$ cat config.mk
export PLATFORM = sky130hd
export DESIGN_NAME = instr_fetch_unit
export DESIGN_NICKNAME = d
export VERILOG_FILES = /design/src/rtl/instr_fetch_unit.sv
export SDC_FILE = /design/constraint.sdc
export NUM_CORES = 1
export LEC_CHECK = 0
export CAP_MARGIN = 20
export CORE_ASPECT_RATIO = 1.5
export CORE_MARGIN = 2
export CORE_UTILIZATION = 45
export CTS_BUF_LIST = sky130_fd_sc_hd__clkbuf_4
export DETAILED_ROUTE_END_ITERATION = 10
export HOLD_SLACK_MARGIN = 0.1
export PLACE_DENSITY = 0.79
export SYNTH_ARGS = -nofsm -noshare
export SYNTH_HDL_FRONTEND = slang
export SYNTH_SLANG_ARGS = --single-unit
$ cat constraint.sdc
create_clock -name i_clk -period 3.1 [get_ports i_clk]
set_input_delay 0.62 -clock i_clk [delete_from_list [all_inputs] [get_ports i_clk]]
set_output_delay 0.62 -clock i_clk [all_outputs]
set_load 0.05 [all_outputs]
$ cat src/rtl/instr_fetch_unit.sv
// Fetch stage for the unpipelined MIPS core.
// Holds the PC, issues one instruction-memory request per instruction,
// waits for the returned word (re-requesting after a bounded wait), presents
// it to the decoder while execute runs, then selects the next PC from the
// decoder's jump/beq/bne outputs and the ALU zero flag.
module instr_fetch_unit #(
   parameter logic [31:0] RESET_PC = 32'h0000_0000,
   parameter int unsigned TIMEOUT  = 16
) (
   input  logic        i_clk,
   input  logic        i_rst,
   output logic        o_imemReq,
   output logic [31:0] o_imemAddr,
   input  logic        i_imemValid,
   input  logic [31:0] i_imemData,
   output logic [31:0] o_instr,
   output logic        o_instrValid,
   input  logic        i_exDone,
   input  logic        i_jump,
   input  logic        i_beq,
   input  logic        i_bne,
   input  logic        i_zero,
   output logic [31:0] o_pc,
   output logic [31:0] o_pcPlus4,
   output logic        o_fetchErr
);

   typedef enum logic [1:0] {
      S_IDLE  = 2'd0,
      S_FETCH = 2'd1,
      S_WAIT  = 2'd2,
      S_EXEC  = 2'd3
   } state_t;

   // Last counter value before a request is abandoned and re-issued.
   localparam logic [7:0] CNT_LAST = 8'(TIMEOUT - 1);

   state_t      r_state;
   state_t      w_next;
   logic [31:0] r_pc;
   logic [31:0] r_instr;
   logic        r_err;
   logic [7:0]  r_cnt;

   logic        w_capture;
   logic        w_timeout;
   logic        w_loadPc;
   logic        w_clrCnt;
   logic        w_incCnt;

   logic [31:0] w_pcPlus4;
   logic [31:0] w_brOff;
   logic [31:0] w_brTarget;
   logic [31:0] w_jTarget;
   logic [31:0] w_pcNext;

   // Sequential-PC and target arithmetic; all sums wrap modulo 2^32.
   assign w_pcPlus4  = r_pc + 32'd4;
   assign w_brOff    = {{14{r_instr[15]}}, r_instr[15:0], 2'b00};
   assign w_brTarget = w_pcPlus4 + w_brOff;
   assign w_jTarget  = {w_pcPlus4[31:28], r_instr[25:0], 2'b00};

   // Next-PC select: jump wins, then beq (taken on zero), then bne (taken on !zero).
   always_comb begin
      w_pcNext = w_pcPlus4;
      if (i_jump) begin
         w_pcNext = w_jTarget;
      end else if (i_beq && i_zero) begin
         w_pcNext = w_brTarget;
      end else if (i_bne && !i_zero) begin
         w_pcNext = w_brTarget;
      end
   end

   // State register.
   always_ff @(posedge i_clk or posedge i_rst) begin
      if (i_rst) begin
         r_state <= S_IDLE;
      end else begin
         r_state <= w_next;
      end
   end

   // Next-state and per-state control strobes; memory valid only counts in WAIT,
   // and valid beats the timeout when both land in the same cycle.
   always_comb begin
      w_next    = r_state;
      w_capture = 1'b0;
      w_timeout = 1'b0;
      w_loadPc  = 1'b0;
      w_clrCnt  = 1'b0;
      w_incCnt  = 1'b0;
      case (r_state)
         S_IDLE: begin
            w_next = S_FETCH;
         end
         S_FETCH: begin
            w_clrCnt = 1'b1;
            w_next   = S_WAIT;
         end
         S_WAIT: begin
            w_incCnt = 1'b1;
            if (i_imemValid) begin
               w_capture = 1'b1;
               w_next    = S_EXEC;
            end else if (r_cnt == CNT_LAST) begin
               w_timeout = 1'b1;
               w_next    = S_FETCH;
            end
         end
         S_EXEC: begin
            if (i_exDone) begin
               w_loadPc = 1'b1;
               w_next   = S_FETCH;
            end
         end
         default: begin
            w_next = S_IDLE;
         end
      endcase
   end

   // PC update, only when execute signals completion.
   always_ff @(posedge i_clk or posedge i_rst) begin
      if (i_rst) begin
         r_pc <= RESET_PC;
      end else if (w_loadPc) begin
         r_pc <= w_pcNext;
      end
   end

   // Instruction holding register, loaded once per fetch.
   always_ff @(posedge i_clk or posedge i_rst) begin
      if (i_rst) begin
         r_instr <= 32'd0;
      end else if (w_capture) begin
         r_instr <= i_imemData;
      end
   end

   // Wait-cycle counter: cleared in FETCH, counts every WAIT cycle.
   always_ff @(posedge i_clk or posedge i_rst) begin
      if (i_rst) begin
         r_cnt <= 8'd0;
      end else if (w_clrCnt) begin
         r_cnt <= 8'd0;
      end else if (w_incCnt) begin
         r_cnt <= r_cnt + 8'd1;
      end
   end

   // Sticky fetch-error flag, cleared only by reset.
   always_ff @(posedge i_clk or posedge i_rst) begin
      if (i_rst) begin
         r_err <= 1'b0;
      end else if (w_timeout) begin
         r_err <= 1'b1;
      end
   end

   assign o_imemReq    = (r_state == S_FETCH);
   assign o_instrValid = (r_state == S_EXEC);
   assign o_imemAddr   = r_pc;
   assign o_pc         = r_pc;
   assign o_pcPlus4    = w_pcPlus4;
   assign o_instr      = r_instr;
   assign o_fetchErr   = r_err;

endmodule

== Word-level counts from Yosys, hierarchy flattened ==
Cells that the tools add are included.
Word-level totals
  register bits after elaboration: 75
  logic and storage cells: 38
  output and inout bits: 131
Cells by class
  eq/ne operators: 6
  reduce and logical (&&, ||, !) cells: 6
  mux-type cells: 18
  $add $sub $neg: 3
Operator list (number)
  32-bit two-way mux: 3
  32-bit by 3-bit adder with 32-bit output (second input constant): 1
  32-bit adder: 1
  8-bit two-way mux: 2
  1-bit two-way mux: 9
  8-bit by 1-bit adder with 8-bit output (second input constant): 1
  8-bit by 4-bit equality test with 1-bit output (second input constant): 1
  2-bit case mux with 4 select lines: 1
  2-bit two-way mux: 3
  2-bit equality test (second input constant): 2
  3-bit != test (second input constant): 1
  2-bit by 1-bit equality test with 1-bit output (second input constant): 1
  1-bit logical AND: 2
  2-bit zero test: 1
  2-bit by 1-bit != test with 1-bit output (second input constant): 1
  2-bit AND reduction: 1
  2-bit nonzero test: 1
  1-bit zero test: 1

== Depth between registers and ports, before layout ==
  word-level depth: 5
  depth in mapped cells: 16
  mapped depth without buffers: 15

== Least setup slack after synthesis ==
OpenSTA, ideal clock, no wires.
  kind: register to register
  from: reg r_pc[9] (netlist: o_imemAddr[9])
  to: reg r_pc[28] (netlist: o_imemAddr[28])
  setup slack: -1386 ps
  data required time: 2974 ps
  arrival time: 4360 ps
  buffers on the path: 1
  stages on the path, launching flop included: 17
  cells stage by stage: dfrtp_1 > and4_1 > nand4_4 > or2_1 > nor2_1 > xor2_1 > ha_1 > buf_2 > nand4_1 > or2_1 > nor3_2 > a22oi_1 > a221o_1 > a31oi_1 > nor2_1 > mux2i_1 > a221o_1
On the way
  word-level cells in the longest chain between the ends: 5
Ends and longest elaborated chain
  start, declared: line 40  | logic [31:0] r_pc;
  start signal, assigned: line 128  | r_pc <= w_pcNext;
  32-bit by 3-bit adder with 32-bit output (*): line 58  | assign w_pcPlus4 = r_pc + 32'd4;
  named net o_pcPlus4[18]: line 24  | output logic [31:0] o_pcPlus4,
  32-bit adder (*): line 60  | assign w_brTarget = w_pcPlus4 + w_brOff;
  32-bit two-way mux: line 70  | end else if (i_bne && !i_zero) begin
  32-bit two-way mux (*): line 68  | end else if (i_beq && i_zero) begin
  32-bit two-way mux (*): line 66  | if (i_jump) begin
Mark *: on every way through the listed nets, which the timed path passes. The rest lies on a longest branch.
A chain may end at the register's enable or synchronous reset.

== Worst setup path after layout ==
  from: reg r_pc[5] (netlist: o_imemAddr[5])
  to: reg r_pc[27] (netlist: o_imemAddr[27])
On the way
  word-level cells in the longest chain between the ends: 5
Ends and longest elaborated chain (line)
  32-bit by 3-bit adder with 32-bit output (*): 58
  32-bit adder: 60
  32-bit two-way mux: 70
  32-bit two-way mux (*): 68
  32-bit two-way mux (*): 66
Mark *: on every way between the ends. The rest lies on a longest branch, timed or not.

==> impl_metrics.env <==
export IMPL_run_status="complete, but fails checks"
export IMPL_failed_checks="setup timing"
export IMPL_grt_pass1_vias=6789
export IMPL_grt_antenna_before_repair=1
export IMPL_grt_first_pass_wirelength_mm=34.2
export IMPL_part_of_the_cycle_the_worst_path_needs_pct=108
export IMPL_worst_ep_required_time_ns=3.47
export IMPL_layout_area_seq_mm2=0.00185
export IMPL_track_usage_pct=30.2
export IMPL_syn_area_per_cell_um2=8.87
export IMPL_grt_overflow_total=0
export IMPL_num_io_pins=171
export IMPL_final_layout_size_suffix_gt1_share_pct=38.8
export IMPL_vias_per_cell=5.75
export IMPL_timing_fmax_mhz=298
export IMPL_worst_slew_pin_tran_ns=0.695
export IMPL_drv_cap=0
export IMPL_rsz0062_at_grt="true"
export IMPL_flow_area_growth_from_synthesis_pct=65.2
export IMPL_r2r_setup_slack_ns=-0.25
export IMPL_cp_common_cell="sky130_fd_sc_hd__nor2_1"
export IMPL_slew_limit_headroom_pct=53.7
export IMPL_layout_setup_ws_ns=-0.251
export IMPL_finalWirelength_mm=21.7
export IMPL_postSynth_topFlopCell="sky130_fd_sc_hd__dfrtp_1"
export IMPL_syn_instance_count=673
export IMPL_path_delay_family="compound AO/OA/AOI/OAI gates"
export IMPL_asyncSetResetFlopFracSynth_pct=100
export IMPL_worst_skew_pair_late_latency_ns=0.47
export IMPL_syn_area_mm2=0.00597
export IMPL_design_final_nets=1028
export IMPL_vias=6386
export IMPL_finalHoldViolCount=0
export IMPL_synth_seq_cells=73
export IMPL_route_antenna_remaining_nets=0
export IMPL_pin_count_of_the_biggest_net_entering_global_routing=46
export IMPL_count_of_flip_flops_with_a_built_in_enable_after_synthesis=0
export IMPL_initial_core_util_pct=46.1
export IMPL_cts_htree_levels=3
export IMPL_hp_start="o_fetchErr$_DFFE_PP0P_"
export IMPL_clk_transition_reported_paths_ns=0.15
export IMPL_finalClockSkew_ns=0.0172
export IMPL_final_min_clock_period_ns=3.35
export IMPL_netlist_cell_type_count=72
export IMPL_dpl_hpwl_mm=16.6
export IMPL_route_detailed_wl_per_inst_um=19.5
export IMPL_num_fill_cells=876
export IMPL_multi_input_combinational_cell_area_mm2=0.00459
export IMPL_remaining_drc_errors=0
export IMPL_finalMaxSlewViolations=0
export IMPL_reg2reg_depth=14
export IMPL_clock_sinks=73
export IMPL_critPathMaxStageDelay_ns=0.40
export IMPL_worstHoldEndpoint="o_fetchErr$_DFFE_PP0P_"
export IMPL_timing_critical_path_to_type="flip-flop"
export IMPL_crit_reg2reg_capture="o_imemAddr[27]$_DFFE_PP0P_"
export IMPL_die_height_um=145
export IMPL_timing_hold_worst_class="flip-flop to flip-flop"
export IMPL_drt_iter0_markers=312
export IMPL_clk_root_buffer_cell="sky130_fd_sc_hd__clkbuf_4"
export IMPL_crit_type="flip-flop to flip-flop"
export IMPL_die_w_um=98.0
export IMPL_port_buffer_count=164
export IMPL_core_rowCount=51
export IMPL_numCtsBuffers=9
export IMPL_ys_warnings_count=0
export IMPL_worst_path_max_fanout=5
export IMPL_design_die_area_mm2=0.0142
export IMPL_gp_congestion=0.971
export IMPL_worstHoldPathCells=1
export IMPL_r2r_start="o_imemAddr[5]$_DFFE_PP0P_"
export IMPL_drt_pre_antenna_iters=5
export IMPL_critPathArrivalTime_ns=3.73
export IMPL_tritoncts="done"
export IMPL_timing_final_setup_violations=12
export IMPL_fraction_of_the_yosys_area_taken_by_sequential_cells_pct=30.6
export IMPL_core_area_mm2=0.0130
export IMPL_worstPathCellList="and4_4 > and3_4 > nand4_1 > xnor2_4 > ha_4 > nand2_1 > nor2_1 > a211o_1 > o31a_2 > a21oi_4 > o21ai_1 > xor2_1 > nor2_1 > o31ai_1"
export IMPL_layout_core_utilization_pct=76.1
export IMPL_worst_path_buf_inv=0
export IMPL_crit_slowest_cell="sky130_fd_sc_hd__dfrtp_2"
export IMPL_startpoint_type="flip-flop"
export IMPL_clock_path_buffers=2
-- worst register-to-register path, stage by stage, from the launching register on --
cell,delay [ns]
sky130_fd_sc_hd__dfrtp_2,0.40
sky130_fd_sc_hd__and4_4,0.27
sky130_fd_sc_hd__and3_4,0.23
sky130_fd_sc_hd__nand4_1,0.22
sky130_fd_sc_hd__xnor2_4,0.25
sky130_fd_sc_hd__ha_4,0.26
sky130_fd_sc_hd__nand2_1,0.11
sky130_fd_sc_hd__nor2_1,0.07
sky130_fd_sc_hd__a211o_1,0.32
sky130_fd_sc_hd__o31a_2,0.34
sky130_fd_sc_hd__a21oi_4,0.20
sky130_fd_sc_hd__o21ai_1,0.13
sky130_fd_sc_hd__xor2_1,0.17
sky130_fd_sc_hd__nor2_1,0.07
sky130_fd_sc_hd__o31ai_1,0.21
-- logic make-up (layout without fill, tap and decap cells) --
logic type	after synthesis	in the layout	synth area share (%)
buf+inv	78	351	7.61
mux	42	42	7.76
fa+ha+maj	42	42	8.93
xor+xnor	56	56	8.35
simple gates	203	203	16.9
compound gates	178	178	19.8
other cells	1	7	0.0628
flops	73	73	30.6
-- registers in the layout, indices dropped and copies added, names as in the netlist --
name,cells
o_fetchErr,1
r_state,2
o_imemAddr,30
o_instr,32
r_cnt,8
-- layer usage --
| layer | routed length [um] | up-vias | global-route usage (%) |
|---|---|---|---|
| met1 | 7410 | 3094 | 30.8 |
| li1 | - | 2912 | - |
| met5 | 0 | - | 0 |
| met2 | 11900 | 280 | 57.2 |
| met3 | 1260 | 100 | 4.96 |
| met4 | 1150 | 0 | 16.0 |
-- Yosys cell counts (4+ instances only) --
master	n	area, um^2
sky130_fd_sc_hd__dfrtp_1	73	1830
sky130_fd_sc_hd__buf_2	6	30.0
sky130_fd_sc_hd__nand3_1	23	115
sky130_fd_sc_hd__a21o_1	18	135
sky130_fd_sc_hd__o211ai_1	8	60.1
sky130_fd_sc_hd__o21ai_1	4	20.0
sky130_fd_sc_hd__xnor2_1	35	307
sky130_fd_sc_hd__mux2i_1	8	80.1
sky130_fd_sc_hd__clkbuf_1	13	48.8
sky130_fd_sc_hd__nor3_1	11	55.1
sky130_fd_sc_hd__and4_1	4	35.0
sky130_fd_sc_hd__o21bai_1	7	52.6
sky130_fd_sc_hd__a31oi_1	4	25.0
sky130_fd_sc_hd__o21ai_0	39	195
sky130_fd_sc_hd__o22ai_1	4	25.0
sky130_fd_sc_hd__mux2_2	34	383
sky130_fd_sc_hd__ha_1	41	513
sky130_fd_sc_hd__o21a_1	5	37.5
sky130_fd_sc_hd__a21oi_1	48	240
sky130_fd_sc_hd__inv_1	16	60.1
sky130_fd_sc_hd__a211oi_1	6	45.0
sky130_fd_sc_hd__buf_4	37	278
sky130_fd_sc_hd__nand4_1	12	75.1
sky130_fd_sc_hd__a21oi_2	4	35.0
sky130_fd_sc_hd__xor2_1	20	175
sky130_fd_sc_hd__nand2_1	75	282
sky130_fd_sc_hd__buf_1	4	15.0
sky130_fd_sc_hd__nor2_1	47	176
-- timing repair --
item / in CTS / in global routing
endpoints found under the setup margin: 23 / 27
setup buffers: 6 / 8
resized for setup: 44 / 65
pin swaps: 32 / 36
hold buffers: 0 / 0
-- metrics by stage --
stage / cells / worst slack (ns) / setup TNS, ns / hold slack, ns / area, um^2
floorplan: 678 / -0.630 / -8.63 / 0.505 / 6460
global placement: 1082 / -0.218 / -1.21 / 0.464 / 9130
detailed placement: 1082 / -0.308 / -2.04 / 0.462 / 9130
CTS: 1104 / -0.180 / -1.59 / 0.496 / 9560
global route: 1111 / -0.367 / -3.74 / 0.519 / 9860
finish: 1111 / -0.251 / -1.55 / 0.493 / 9860
-- area by class of cell --
class,instances,area share [%]
tap,159,2.02
multi-input combinational,527,46.6
sequential,73,18.7
clock inverter,7,0.863
clock buffer,9,0.686
timing repair buffer,319,30.5
inverter,16,0.609
antenna,1,0.0254
-- cell usage in the layout, fill, tap and decap left out, types with 10 or more instances in the layout --
master / Yosys / final
sky130_fd_sc_hd__a21o_1: 18 / 18
sky130_fd_sc_hd__ha_1: 41 / 28
sky130_fd_sc_hd__inv_1: 16 / 14
sky130_fd_sc_hd__dfrtp_1: 73 / 58
sky130_fd_sc_hd__nand4_1: 12 / 12
sky130_fd_sc_hd__mux2_2: 34 / 34
sky130_fd_sc_hd__nand3_1: 23 / 17
sky130_fd_sc_hd__nor3_1: 11 / 10
sky130_fd_sc_hd__ha_4: 0 / 10
sky130_fd_sc_hd__buf_12: 0 / 17
sky130_fd_sc_hd__a21oi_2: 4 / 14
sky130_fd_sc_hd__buf_6: 2 / 12
sky130_fd_sc_hd__clkdlybuf4s50_1: 0 / 139
sky130_fd_sc_hd__xnor2_1: 35 / 14
sky130_fd_sc_hd__xnor2_4: 0 / 13
sky130_fd_sc_hd__buf_4: 37 / 148
sky130_fd_sc_hd__a21oi_1: 48 / 38
sky130_fd_sc_hd__o21ai_0: 39 / 22
sky130_fd_sc_hd__nor2_1: 47 / 38
sky130_fd_sc_hd__dfrtp_2: 0 / 15
sky130_fd_sc_hd__nand2_1: 75 / 70
sky130_fd_sc_hd__o21ai_1: 4 / 15
-- worst max-delay path by stage --
stage	from	to	slack [ns]	cells past startpoint
after floorplan	o_imemAddr[10]$_DFFE_PP0P_	o_imemAddr[28]$_DFFE_PP0P_	-0.63	16
after global placement	o_imemAddr[4]$_DFFE_PP0P_	o_imemAddr[28]$_DFFE_PP0P_	-0.22	15
after detailed placement	o_imemAddr[4]$_DFFE_PP0P_	o_imemAddr[28]$_DFFE_PP0P_	-0.31	15
after CTS	o_imemAddr[5]$_DFFE_PP0P_	o_imemAddr[28]$_DFFE_PP0P_	-0.18	14
after global routing	o_imemAddr[5]$_DFFE_PP0P_	o_imemAddr[31]$_DFFE_PP0P_	-0.37	14
final	o_imemAddr[5]$_DFFE_PP0P_	o_imemAddr[27]$_DFFE_PP0P_	-0.25	14
Power of run 1 is left out: the tool's default activity adds up to more than one toggle a clock period on the data nets, which glitch-free logic cannot reach.
